--- config.mk ---
export PLATFORM = sky130hd
export DESIGN_NAME = fetch_sequencer
export DESIGN_NICKNAME = d
export VERILOG_FILES = /design/src/rtl/fetch_sequencer.sv
export SDC_FILE = /design/constraint.sdc
export NUM_CORES = 1
export LEC_CHECK = 0
export BUFFER_PORTS_ARGS = -buffer_cell sky130_fd_sc_hd__buf_2
export CELL_PAD_IN_SITES_DETAIL_PLACEMENT = 1
export CELL_PAD_IN_SITES_GLOBAL_PLACEMENT = 2
export CORE_MARGIN = 2
export CORE_UTILIZATION = 24
export CTS_CLUSTER_DIAMETER = 40
export DETAILED_ROUTE_END_ITERATION = 6
export PLACE_DENSITY = 0.7
export SKIP_CTS_REPAIR_TIMING = 1
export SLEW_MARGIN = 20
export SYNTH_ARGS = -nofsm -noshare
export SYNTH_HDL_FRONTEND = slang
export SYNTH_SLANG_ARGS = --single-unit
--- constraint.sdc ---
create_clock -name clk -period 2 [get_ports clk]
set_input_delay 0.4 -clock clk [delete_from_list [all_inputs] [get_ports clk]]
set_output_delay 0.4 -clock clk [all_outputs]
set_load 0.05 [all_outputs]
--- src/rtl/fetch_sequencer.sv ---
// ---------------------------------------------------------------------------
// fetch_sequencer
// Program-counter controller for the 16-bit core's instruction fetch stage.
// Owns the 9-bit PC into the 512-word fetch memory, starts/stops fetch,
// applies branch/jump redirects with a flush window, honours stalls and
// detects the halt word returned by fetch.
//
// Ports:
//   clk        in   rising-edge clock
//   rst        in   asynchronous active-high reset
//   start      in   begin fetching (IDLE) or restart (HALT)
//   stall      in   hold PC this cycle
//   do_branch  in   taken branch, redirect to target
//   do_jump    in   jump, redirect to target
//   target     in   [8:0] redirect address
//   inst_valid in   fetch stage presents a live word
//   inst_word  in   [15:0] instruction word from fetch
//   pc         out  [8:0] current fetch address
//   fetch_en   out  pc is a live fetch request
//   flush      out  downstream stages discard in-flight instructions
//   halted     out  core halted
//   fault      out  pc ran off the end of memory
//
// Build option: define FETCH_BOUND_CHECK_EN to halt with fault=1 when the
// pc would advance past 511; otherwise the pc wraps to 0 and fault stays 0.
// ---------------------------------------------------------------------------
module fetch_sequencer #(
   parameter logic [8:0]  RESET_PC     = 9'd0,
   parameter int          FLUSH_CYCLES = 1,
   parameter logic [15:0] HALT_WORD    = 16'hFFFF
) (
   input  logic        clk,
   input  logic        rst,
   input  logic        start,
   input  logic        stall,
   input  logic        do_branch,
   input  logic        do_jump,
   input  logic [8:0]  target,
   input  logic        inst_valid,
   input  logic [15:0] inst_word,
   output logic [8:0]  pc,
   output logic        fetch_en,
   output logic        flush,
   output logic        halted,
   output logic        fault
);

   typedef enum logic [1:0] {
      ST_IDLE  = 2'd0,
      ST_RUN   = 2'd1,
      ST_FLUSH = 2'd2,
      ST_HALT  = 2'd3
   } state_t;

   state_t      state_q, state_d;
   logic [8:0]  pc_q, pc_d;
   logic [2:0]  cnt_q, cnt_d;
   logic        fetch_en_q, fetch_en_d;
   logic        flush_q, flush_d;
   logic        halted_q, halted_d;
   logic        fault_q, fault_d;
   logic        redirect_s;
   logic        halt_hit_s;

   assign redirect_s = do_branch | do_jump;
   assign halt_hit_s = inst_valid && (inst_word == HALT_WORD);

   // State and output registers; reset forces the idle/reset values at once.
   always_ff @(posedge clk or posedge rst) begin
      if (rst) begin
         state_q    <= ST_IDLE;
         pc_q       <= RESET_PC;
         cnt_q      <= 3'd0;
         fetch_en_q <= 1'b0;
         flush_q    <= 1'b0;
         halted_q   <= 1'b0;
         fault_q    <= 1'b0;
      end else begin
         state_q    <= state_d;
         pc_q       <= pc_d;
         cnt_q      <= cnt_d;
         fetch_en_q <= fetch_en_d;
         flush_q    <= flush_d;
         halted_q   <= halted_d;
         fault_q    <= fault_d;
      end
   end

   // Next-state and next-output logic.
   always_comb begin
      state_d    = state_q;
      pc_d       = pc_q;
      cnt_d      = cnt_q;
      fetch_en_d = fetch_en_q;
      flush_d    = 1'b0;
      halted_d   = halted_q;
      fault_d    = fault_q;

      case (state_q)
         ST_IDLE: begin
            pc_d       = RESET_PC;
            fetch_en_d = 1'b0;
            halted_d   = 1'b0;
            fault_d    = 1'b0;
            if (start) begin
               state_d    = ST_RUN;
               fetch_en_d = 1'b1;
            end else begin
               state_d = ST_IDLE;
            end
         end

         ST_RUN, ST_FLUSH: begin
            if (redirect_s) begin
               // Branch and jump together are one redirect; a redirect
               // inside FLUSH simply reloads the window.
               pc_d       = target;
               cnt_d      = 3'(FLUSH_CYCLES);
               state_d    = ST_FLUSH;
               flush_d    = 1'b1;
               fetch_en_d = 1'b1;
            end else if ((state_q == ST_RUN) && halt_hit_s) begin
               // One-cycle flush kills the word fetched behind the halt.
               state_d    = ST_HALT;
               halted_d   = 1'b1;
               fetch_en_d = 1'b0;
               flush_d    = 1'b1;
            end else begin
               // Flush window bookkeeping runs whether or not we stall.
               if (state_q == ST_FLUSH) begin
                  cnt_d = cnt_q - 3'd1;
                  if (cnt_q <= 3'd1) begin
                     state_d = ST_RUN;
                     flush_d = 1'b0;
                  end else begin
                     flush_d = 1'b1;
                  end
               end else begin
                  flush_d = 1'b0;
               end

               if (stall) begin
                  fetch_en_d = 1'b0;
               end else begin
`ifdef FETCH_BOUND_CHECK_EN
                  // Running off the end of memory is fatal: freeze at 511.
                  if (pc_q == 9'd511) begin
                     state_d    = ST_HALT;
                     halted_d   = 1'b1;
                     fault_d    = 1'b1;
                     fetch_en_d = 1'b0;
                     flush_d    = 1'b0;
                  end else begin
                     pc_d       = pc_q + 9'd1;
                     fetch_en_d = 1'b1;
                  end
`else
                  pc_d       = pc_q + 9'd1;
                  fetch_en_d = 1'b1;
                  fault_d    = 1'b0;
`endif
               end
            end
         end

         ST_HALT: begin
            fetch_en_d = 1'b0;
            if (start) begin
               state_d    = ST_RUN;
               pc_d       = RESET_PC;
               halted_d   = 1'b0;
               fault_d    = 1'b0;
               fetch_en_d = 1'b1;
            end else begin
               state_d = ST_HALT;
            end
         end

         default: begin
            state_d = ST_IDLE;
         end
      endcase
   end

   assign pc       = pc_q;
   assign fetch_en = fetch_en_q;
   assign flush    = flush_q;
   assign halted   = halted_q;
   assign fault    = fault_q;

endmodule

==> metrics <==
Sw Ratio 0.5104; CP Launch Type flip-flop; NumNets Final 238; crit-path cells buf_4 -> ha_1 -> nand2_1 -> nor3_1 -> buf_4 -> and2_1 -> a2111o_1 -> o311ai_1; CTS tree yes; Syn Inst Count 146; number of setup violations in the final report 0; CTS clock-pin slew for the worst setup and hold paths 70 ps; Worst Path Arrival 2010 ps; sequential area share after synthesis 0.3476; Power Dens Cells 1346 nW/µm²; Post-Syn Area 1224 µm²; layout cells sized above 1 0.3401; minimum clock period 1878 ps; library cells used by synthesis 47; syn nets 186; Core Area 4817 µm²; Post-DRT Antenna Nets 0; Rows 25; Final Cycle Share 0.9390; max incr delay on CP 400 ps; Clk pwr share 0.123; critical path class reg2reg; CTS Buf Count 3; Final Hold Viols 0; DR vias/cell 4.883; number of synthesized flops with an enable pin 0; utilization after layout 0.3384; CP max-delay cell dfrtp_1; worst-skew pair later-pin latency 260 ps; Flop pwr share 0.272; Switch Pwr 1120 µW; gpl congestion 0.8579; I/O pin cnt 45; Longest Clk Path Bufs 2; global-route wire length before repair 6630 µm; dominant synthesized flop cell dfrtp_1; Worst Hold Class in2async; combinational power share 0.606; setup skew after layout 1.143 ps; H-tree levels 1; DR iter-0 viols 37; Sink Count 17; antenna cells 0; Crit path max-delay family compound AO/OA/AOI/OAI gates; Pint 1074 µW; Port-buffer cells 43; Crit. End Element flip-flop; Initial Utilization 0.2540; Max-Cap Viols 0; Die ar. 5686 µm²; DR WL/cell 15.28 µm; residual DRC count 0; Final Max Slew Viols 0; RSZ-0062 raised after global routing false; Syn Area/Cell 8.381 µm²; gr ovfl total 0; GRT Total Usage 0.1532; run status complete, no violations; Slew HR 0.5498; critical path peak fanout 5; vias 1289; WL final 4034 µm; Bufs and invs on worst path 2; Max Fclk 532.5 MHz; worst vdd ir 0.0004837 V; TNS Setup 0 ps; Critical Path RT 2140 ps; Static Leakage 0.0007603 µW; most frequent CP cell buf_4; initial antenna violation count 0; Synth Register Bits 17; largest net degree at the start of global routing 18; Async SR Flop Fraction 1.000; Die Y 75.41 µm; HPWL Detailed 3234 µm; Ys Warns 0; clock root cell clkbuf_8; Die Wd 75.41 µm; drt first pass iters 4; worst slew pin tran 674.5 ps; area delta synth->final 33.23%; vias in the first global route 1348
==> power by group through the flow <==
stage | clock network, µW | logic, µW | registers, µW
2_1_floorplan | 0 | 548 | 927
3_3_place_gp | 0 | 1250 | 593
3_5_place_dp | 0 | 1270 | 603
4_1_cts | 281 | 1280 | 595
5_1_grt | 297 | 1450 | 625
6_report | 269 | 1330 | 596
==> path summary, 6_finish.rpt <==
path                       startpoint    endpoint  slack [ps]  cells past startpoint
min reg2reg                  cnt_q[2]    cnt_q[2]         530                      1
max in group asynchronous         rst       pc[5]        1340                      2
max reg2reg                state_q[0]  state_q[1]         120                      8
min                               rst      halted         230                      2
max                        state_q[0]  state_q[1]         120                      8
min in group clk                start    fetch_en         410                      2
==> sequential cells by signal, summed over array words and instances (netlist names) <==
name      cells
state_q       2
cnt_q         3
fetch_en      1
pc            9
halted        1
flush         1
==> cells in the final DEF (no fill, tap or decap), drive strengths merged, types with 3 or more instances in the layout <==
master and n:
nand4 7, inv 7, clkbuf 3, o21ai 13, a21oi 10, nor2 13, dfrtp 17, o31ai 3
nand3 6, ha 8, nand2 14, buf 52, nor3 7
==> metrics by stage <==
| step | hold slack [ps] | total power, µW | instances | area (µm²) | setup slack [ps] |
|---|---|---|---|---|---|
| 4_1_cts | 264.9 | 2157 | 263 | 1598 | 4.570 |
| 3_3_place_gp | 494.4 | 1842 | 259 | 1551 | 112.2 |
| 3_5_place_dp | 502.3 | 1877 | 259 | 1551 | 33.77 |
| 6_report | 228.8 | 2194 | 264 | 1630 | 121.9 |
| 5_1_grt | 283.4 | 2370 | 264 | 1630 | 10.11 |
| 2_1_floorplan | 326.1 | 1475 | 146 | 1224 | 95.45 |
==> routing by layer <==
layer	global-route usage	vias up	routed length (µm)
met2	0.2744	27	2088
met3	0.01587	2	148
met5	0	-	0
li1	-	638	-
met4	0.04094	0	17
met1	0.1959	622	1781
==> layout make-up <==
cell class	instances	area, µm²
repair buffers	52	282.8
multi-input cells	117	765.7
flip-flops and latches	17	425.4
clock inverters	1	5.005
fillers	623	3187
well taps	67	83.83
clock buffers	3	41.29
inverters	7	26.28
==> synth_stat cells (2+ instances only) <==
master,n,share of area
dfrtp_1,17,0.35
nand2_1,14,0.043
nor2_1,13,0.040
a21oi_1,10,0.041
ha_1,8,0.082
o21ai_1,8,0.033
inv_1,7,0.021
nand4_1,7,0.036
nand3_1,6,0.025
nor3_1,6,0.025
o21ai_0,4,0.016
o31ai_1,3,0.018
a211oi_1,2,0.012
a21boi_1,2,0.012
and2_1,2,0.010
nand2b_1,2,0.010
o211ai_1,2,0.012
o21a_1,2,0.012
o22ai_1,2,0.010
o31a_1,2,0.014
==> kinds of logic after synthesis <==
family                     after synthesis  share of synthesized area
other                                    1                   0.003065
adders and majority gates                8                    0.08180
muxes                                    2                    0.01738
and+or+nand+nor                         58                     0.2444
buffers and inverters                   12                    0.04703
DFF                                     17                     0.3476
AOI/OAI and AO/OA                       48                     0.2587
Note: power is estimated with default switching activity, not from simulation.
